`config.mk`:
```
export PLATFORM = sky130hd
export DESIGN_NAME = if_fetch_queue
export DESIGN_NICKNAME = d
export VERILOG_FILES = /design/src/rtl/if_fetch_queue.sv
export SDC_FILE = /design/constraint.sdc
export NUM_CORES = 1
export LEC_CHECK = 0
export CORE_MARGIN = 2
export CORE_UTILIZATION = 50
export CTS_CLUSTER_SIZE = 28
export DETAILED_ROUTE_END_ITERATION = 16
export PLACE_DENSITY_LB_ADDON = 0.05
export SLEW_MARGIN = 20
export SYNTH_ARGS = -nofsm -noshare
export SYNTH_HDL_FRONTEND = slang
export SYNTH_SLANG_ARGS = --single-unit
export TNS_END_PERCENT = 5
```
`constraint.sdc`:
```
create_clock -name clk -period 5.9 [get_ports clk]
set_clock_uncertainty 0.1 [all_clocks]
set_input_delay 1.77 -clock clk [delete_from_list [all_inputs] [get_ports clk]]
set_output_delay 1.77 -clock clk [all_outputs]
set_load 0.1 [all_outputs]
```
`src/rtl/if_fetch_queue.sv`:
```
// Instruction fetch stage: issues sequential fetches into a prefetch FIFO and hands
// instructions to ID over valid/ready; EX redirects discard queued and in-flight work.
module if_fetch_queue #(
  parameter int unsigned     XLEN     = 64,
  parameter int unsigned     ILEN     = 32,
  parameter int unsigned     FQ_DEPTH = 4,
  parameter logic [XLEN-1:0] RESET_PC = 64'h100
) (
  input  logic            clk,
  input  logic            rst_n,
  output logic            o_imem_req,
  output logic [XLEN-1:0] o_imem_addr,
  input  logic            i_imem_gnt,
  input  logic            i_imem_rvalid,
  input  logic [ILEN-1:0] i_imem_rdata,
  input  logic            i_branch_in_ex,
  input  logic [XLEN-1:0] i_branch_target,
  input  logic            i_jump_in_ex,
  input  logic [XLEN-1:0] i_jump_target,
  input  logic            i_ex_flush_if,
  input  logic            i_id_ready,
  output logic            o_if_valid,
  output logic [ILEN-1:0] o_if_instr,
  output logic [XLEN-1:0] o_if_pc,
  output logic            o_if_misalign
);

  localparam int unsigned     PW        = $clog2(FQ_DEPTH);
  localparam logic [PW+1:0]   DEPTH_SUM = (PW+2)'(FQ_DEPTH);
  localparam logic [XLEN-1:0] PC_STEP   = XLEN'(4);

  typedef enum logic [1:0] {BOOT, RUN, HALT} state_t;

  state_t          state;
  logic [XLEN-1:0] fetch_pc;
  logic [XLEN-1:0] deliver_pc;
  logic [XLEN-1:0] q_pc    [FQ_DEPTH];
  logic [ILEN-1:0] q_instr [FQ_DEPTH];
  logic [PW:0]     wr_ptr;
  logic [PW:0]     rd_ptr;
  logic [XLEN-1:0] sh_pc   [FQ_DEPTH];
  logic [PW:0]     sh_wr;
  logic [PW:0]     sh_rd;
  logic [PW:0]     outstanding;
  logic [PW:0]     drop;

  logic [PW:0]     count;
  logic [PW+1:0]   reserved;
  logic [PW:0]     outstanding_next;
  logic            grant;
  logic            push;
  logic            pop;
  logic            redirect;
  logic            misaligned;
  logic [XLEN-1:0] target;
  logic [XLEN-1:0] head_next_pc;

  always_comb begin
    count       = wr_ptr - rd_ptr;
    // Space is reserved for every in-flight request, so a response can always be pushed.
    reserved    = {1'b0, count} + {1'b0, outstanding};
    o_imem_req  = (state == RUN) && (reserved < DEPTH_SUM);
    o_imem_addr = fetch_pc;
    o_if_valid  = (count != '0);
    o_if_instr  = q_instr[rd_ptr[PW-1:0]];
    o_if_pc     = q_pc[rd_ptr[PW-1:0]];

    grant        = o_imem_req && i_imem_gnt;
    push         = i_imem_rvalid && (drop == '0);
    pop          = o_if_valid && i_id_ready;
    head_next_pc = o_if_pc + PC_STEP;
    outstanding_next = outstanding + {{PW{1'b0}}, grant} - {{PW{1'b0}}, i_imem_rvalid};

    redirect = i_branch_in_ex || i_jump_in_ex || i_ex_flush_if;
    if (i_branch_in_ex)    target = i_branch_target;
    else if (i_jump_in_ex) target = i_jump_target;
    else if (pop)          target = head_next_pc;
    else                   target = deliver_pc;
    misaligned = (target[1:0] != 2'b00);
  end

  always_ff @(posedge clk or negedge rst_n) begin
    if (!rst_n) begin
      state         <= BOOT;
      fetch_pc      <= RESET_PC;
      deliver_pc    <= RESET_PC;
      wr_ptr        <= '0;
      rd_ptr        <= '0;
      sh_wr         <= '0;
      sh_rd         <= '0;
      outstanding   <= '0;
      drop          <= '0;
      o_if_misalign <= 1'b0;
      for (int unsigned i = 0; i < FQ_DEPTH; i++) begin
        q_pc[i]    <= '0;
        q_instr[i] <= '0;
        sh_pc[i]   <= '0;
      end
    end else begin
      o_if_misalign <= 1'b0;
      outstanding   <= outstanding_next;
      if (state == BOOT) state <= RUN;

      if (grant) begin
        sh_pc[sh_wr[PW-1:0]] <= fetch_pc;
        sh_wr                <= sh_wr + 1'b1;
        fetch_pc             <= fetch_pc + PC_STEP;
      end
      if (i_imem_rvalid) begin
        sh_rd <= sh_rd + 1'b1;
        if (drop != '0) drop <= drop - 1'b1;
      end
      if (push) begin
        q_pc[wr_ptr[PW-1:0]]    <= sh_pc[sh_rd[PW-1:0]];
        q_instr[wr_ptr[PW-1:0]] <= i_imem_rdata;
        wr_ptr                  <= wr_ptr + 1'b1;
      end
      if (pop) begin
        rd_ptr     <= rd_ptr + 1'b1;
        deliver_pc <= head_next_pc;
      end

      // Redirect overrides the updates above; its drop count includes this cycle's grant.
      if (redirect) begin
        wr_ptr     <= '0;
        rd_ptr     <= '0;
        drop       <= outstanding_next;
        deliver_pc <= target;
        if (misaligned) begin
          o_if_misalign <= 1'b1;
          state         <= HALT;
        end else begin
          fetch_pc <= target;
          state    <= RUN;
        end
      end
    end
  end

endmodule

```
After elaboration in Yosys (flattened, before gate mapping)
Cells that the tools add are included.
{ "op_classes": {"shift": 0, "bitwise_logic": 4, "div_mod_pow": 0, "reduce_logical": 19, "mul": 0, "order_cmp": 7, "mux": 37, "add_sub_neg": 11, "n_eq_ne": 1} }
{ "ops": {"columns": ["operator", "n"], "rows": [
  ["two-way mux 64 bit", 13],
  ["bitwise mux 256 bit", 2],
  ["binary-select mux 64 bit (select 2 bit)", 2],
  ["demux 64 bit (select 2 bit)", 2],
  ["adder 64 x 3 -> 64 bit, second input constant", 2],
  ["bitwise mux 128 bit", 1],
  ["two-way mux 32 bit", 3],
  ["binary-select mux 32 bit (select 2 bit)", 1],
  ["demux 32 bit (select 2 bit)", 1],
  ["two-way mux 3 bit", 7],
  ["adder 3 x 1 -> 3 bit, second input constant", 4],
  [">= comparator 3 bit, second input constant", 4],
  ["NOT 2 -> 3 bit", 4],
  ["nonzero test 2 bit", 6],
  ["logical AND 1 bit", 6],
  ["less-than comparator 3 x 1 -> 1 bit, second input constant", 2],
  ["two-way mux 2 bit", 3],
  ["nonzero test 3 bit", 2],
  ["adder 3 x 3 -> 4 bit", 1],
  ["less-than comparator 4 x 3 -> 1 bit, second input constant", 1],
  ["adder 3 x 1 -> 3 bit", 1],
  ["logical NOT 3 bit", 1],
  ["subtractor 3 x 1 -> 3 bit", 1],
  ["subtractor 3 x 1 -> 3 bit, second input constant", 1],
  ["other kinds (6)", 8]
]} }
{ "word_totals": {"regBits": 789, "mem_bits_rw": 0, "elab_cells": 101, "latchBits": 0, "n_memories": 0, "in_bits": 168, "rom_bits": 0} }

Logic depth before layout (Yosys ltp)
{ "depth": {"ltp_word": 11, "depth_mapped": 23, "ltp_nobuf": 17} }

Least setup slack after synthesis
OpenSTA, ideal clock, no wires.
{ "synth_path": {"path_kind": "register to output", "from": "register rd_ptr[1]", "to": "output o_imem_req", "required_time_ns": 4.030, "path_slack_ns": -0.072, "arrival_ns": 4.102, "path_buffers": 6, "stages_incl_launch_ff": 13, "cell_sequence": "dfrtp_1 buf_4 buf_2 buf_2 buf_2 buf_1 buf_1 inv_1 fa_1 xnor3_1 ha_1 nor4_1 and3_1"} }
{ "synth_via": {"elab_chain_cells": 4} }
{ "synth_rtl": {"columns": ["item", "line_no", "text"], "rows": [
  ["start: declaration", "40", "logic [PW:0] rd_ptr;"],
  ["start signal: assignment", "119", "rd_ptr <= rd_ptr + 1'b1;"],
  ["subtractor 3 bit", "59", "count = wr_ptr - rd_ptr;"],
  ["adder 3 x 3 -> 4 bit", "61", "reserved = {1'b0, count} + {1'b0, outstanding};"],
  ["less-than comparator 4 x 3 -> 1 bit", "62", "o_imem_req = (state == RUN) && (reserved < DEPTH_SUM);"],
  ["logical AND 1 bit", "62", null],
  ["end: declaration", "11", "output logic o_imem_req,"]
]} }
No other way between the ends.

Worst setup path in the final report
{ "layout_path": {"from": "register rd_ptr[0]", "to": "output o_imem_req"} }
Same word-level chain as after synthesis.

==> metrics.yaml <==
status:
  run_status: "finished, final reports clean"
setup_path:
  cp-start-kind: "register"
  critPathCaptureType: "output pin"
  path_max_fanout: 18
  critPathRequiredTime_ns: 4.03
  crit_type: "register to output pin"
  worstPathArrival_ns: 3.59
floorplanning:
  initial_utilization: 0.505
  fp-row-count: 100
  io_pins: 331
  core_area_mm2: 0.0743
  die_y_um: 278
  die_w_um: 278
  floorplan.die_area_mm2: 0.0772
synth:
  synthesis.area_mm2: 0.0375
  ys_async_sr_fraction: 1.00
  synth_enable_flop_cells: 0
  synthCells: 2809
  synth_area_per_cell_um2: 13.4
  postSynthRegisterBits: 787
  yosysWarnings: 0
  syn_nets: 2997
  ys_types: 79
  sequential_fraction_of_the_synthesis_area: 0.525
  synth-main-ff-cell: "sky130_fd_sc_hd__dfrtp_1"
grt:
  first_global_vias: 26900
  antenna_found_initial: 3
  grt.total_usage: 0.297
  grt_pass1_wl_um: 172000
  grt_start_max_net_pins: 116
  globalRoute.totalOverflow: 0
drt:
  route.vias.total: 25800
  drt-initial-drc-count: 1909
  post-route-drc-count: 0
  postRouteWirelength_um: 114000
  detail_route.vias_per_cell: 6.25
  drt_first_pass_iters: 5
  routedWlPerCell_um: 27.7
  antenna_left: 0
timing:
  finalSetupTns_ns: 0
  final-max-slew-violation-count: 0
  rsz0062_at_grt: "false"
  fmaxAchievable_mhz: 183
  report.final.hold_viol_count: 0
  slew-limit-headroom: 0.212
  timing.final.crit_share: 0.926
  min_period_ns: 5.46
  setup_viol: 0
  worst_slew_pin_slew_ns: 1.18
cts:
  count_of_buffers_added_by_post_cts_timing_repair_for_setup: 0
  post_cts_hold_buffer_count: 0
  clock_latency_ns: 0.64
  cts-buffers-inserted: 85
  cts.path.max_buffers: 3
  cts.root.buffer_cell: "sky130_fd_sc_hd__clkbuf_16"
  cts_tree: "done"
  tritoncts_num_sinks: 787
  post_cts_resize_count: 0
  clock_transition_at_the_registers_of_the_reported_paths_ns: 0.06
  h-tree-depth: 3
placed_design:
  routabilityCongestion: 0.846
  detailedPlacementHpwl_um: 74900
  dpl-instance-area_mm2: 0.0419
  buffer_ports.inserted: 330
cells_and_area:
  stdcell_area_mm2: 0.0447
  layout.filler_cells: 5874
  layout-drive-gt1-share: 0.333
  num-nets-final: 3276
  layout-area-overhead-vs-synth_pct: 19.3
power:
  report.power.total_w: 0.0193
  p_int_w: 0.0120
  cellLeakagePower_nw: 20.4
  power_switching_share: 0.377
  share_seq_of_total_power: 0.382
  switching_power_of_the_nets_w: 0.00727
  clock_power_share: 0.279
  power.ir.vdd_worst_uv: 292
  comb_power_share: 0.339
  power_density_mw_per_mm2: 431
min_path:
  holdCritPathClass: "register to register"
job:
  maxCapViolCount: 0
## Yosys cell counts (40+ instances only)
cell / instances / area [um2]
sky130_fd_sc_hd__xnor2_1: 40 / 350
sky130_fd_sc_hd__mux4_2: 160 / 3600
sky130_fd_sc_hd__mux2_2: 645 / 7260
sky130_fd_sc_hd__inv_1: 50 / 188
sky130_fd_sc_hd__clkbuf_1: 141 / 529
sky130_fd_sc_hd__xor2_1: 57 / 499
sky130_fd_sc_hd__and3_1: 43 / 269
sky130_fd_sc_hd__nand2_1: 161 / 604
sky130_fd_sc_hd__nand3_1: 57 / 285
sky130_fd_sc_hd__a21oi_1: 72 / 360
sky130_fd_sc_hd__nor2_1: 86 / 323
sky130_fd_sc_hd__dfrtp_1: 785 / 19600
sky130_fd_sc_hd__o21ai_0: 97 / 485
## metrics by stage
| step | worst slack, ns | std cells | hold slack [ns] | utilization |
|---|---|---|---|---|
| 3_3_place_gp | 0.875 | 3970 | 0.358 | 0.564 |
| 4_1_cts | 0.384 | 4120 | 0.385 | 0.602 |
| 5_1_grt | 0.183 | 4120 | 0.402 | 0.602 |
| 6_report | 0.439 | 4121 | 0.386 | 0.602 |
| 2_1_floorplan | 0.210 | 2809 | 0.345 | - |
| 3_5_place_dp | 0.793 | 3970 | 0.371 | 0.564 |
## registers in the layout, indices dropped and copies added, names as in the netlist, 3 cells and up
signal and cells:
outstanding 3, rd_ptr 3, sh_pc 256, q_pc 256, q_instr 128, deliver_pc 64
o_imem_addr 64, wr_ptr 3, drop 3
## worst max-delay path, stage by stage, from the launching register on
cell                      delay, ns
sky130_fd_sc_hd__dfrtp_4       0.69
sky130_fd_sc_hd__ha_1          0.22
sky130_fd_sc_hd__inv_1         0.05
sky130_fd_sc_hd__fa_1          0.35
sky130_fd_sc_hd__xnor3_1       0.55
sky130_fd_sc_hd__ha_1          0.30
sky130_fd_sc_hd__nor4_1        0.33
sky130_fd_sc_hd__and3_2        0.28
sky130_fd_sc_hd__buf_12        0.18
## power by group through the flow
stage / combinational (W) / sequential [W] / clock (W)
after floorplan: 0.00425 / 0.00773 / 0
after global placement: 0.00641 / 0.00735 / 0
after detailed placement: 0.00654 / 0.00745 / 0
after CTS: 0.00657 / 0.00735 / 0.00545
after global routing: 0.00684 / 0.00749 / 0.00570
final: 0.00653 / 0.00736 / 0.00537
## routing by layer
metal / vias up / routed length, um / GRT usage
li1: 11000 / - / -
met1: 13700 / 48900 / 0.415
met2: 923 / 54800 / 0.479
met3: 205 / 7160 / 0.0502
met4: 4 / 3260 / 0.0906
met5: - / 24 / 0
## final timing paths
kind                       startpoint         endpoint  slack, ns  depth (start not counted)
min                         sh_pc[59]        sh_pc[59]       0.39                          2
min reg2reg                 sh_pc[59]        sh_pc[59]       0.39                          2
max reg2reg                 rd_ptr[0]  o_imem_addr[29]       0.72                         12
min in group asynchronous       rst_n        q_pc[246]       1.09                          1
max in group asynchronous       rst_n        q_pc[101]       3.29                          2
max                         rd_ptr[0]       o_imem_req       0.44                          8
## kinds of logic (layout without fill, tap and decap cells)
family	after synthesis	in the layout	synth area share
multiplexers	815	815	0.293
buffers and inverters	250	592	0.0274
AO/OA/AOI/OAI	310	310	0.0522
other	0	1	0
flip-flops	787	787	0.525
AND/OR/NAND/NOR	529	529	0.0723
XOR/XNOR	98	98	0.0233
adder cells (fa/ha/maj)	20	20	0.00707
## final cells by class
type	instances	area (um2)	share of cell area
tap	969	1210	0.0271
inverter	52	195	0.00436
clock inverter	20	263	0.00587
sequential	787	19700	0.441
clock buffer	130	2550	0.0570
antenna	1	2.50	0.0000559
timing repair buffer	390	3900	0.0871
multi-input combinational	1772	16900	0.378
## layout by cell type (no fill, tap or decap), types with 21 or more instances in the layout
cell	instances
sky130_fd_sc_hd__nor2_1	85
sky130_fd_sc_hd__clkdlybuf4s50_1	314
sky130_fd_sc_hd__nand2_1	153
sky130_fd_sc_hd__and3_1	42
sky130_fd_sc_hd__a21oi_1	72
sky130_fd_sc_hd__mux2_2	645
sky130_fd_sc_hd__nand3_1	57
sky130_fd_sc_hd__xnor2_1	40
sky130_fd_sc_hd__clkbuf_1	22
sky130_fd_sc_hd__nand4_1	38
sky130_fd_sc_hd__nor3_1	25
sky130_fd_sc_hd__mux4_2	160
sky130_fd_sc_hd__dfrtp_1	781
sky130_fd_sc_hd__xor2_1	57
sky130_fd_sc_hd__clkbuf_8	21
sky130_fd_sc_hd__inv_1	50
sky130_fd_sc_hd__clkbuf_16	87
sky130_fd_sc_hd__and4_1	27
sky130_fd_sc_hd__nor4_1	22
sky130_fd_sc_hd__o21ai_0	97
sky130_fd_sc_hd__buf_4	61
No activity file was read; power rests on OpenSTA's default activity.
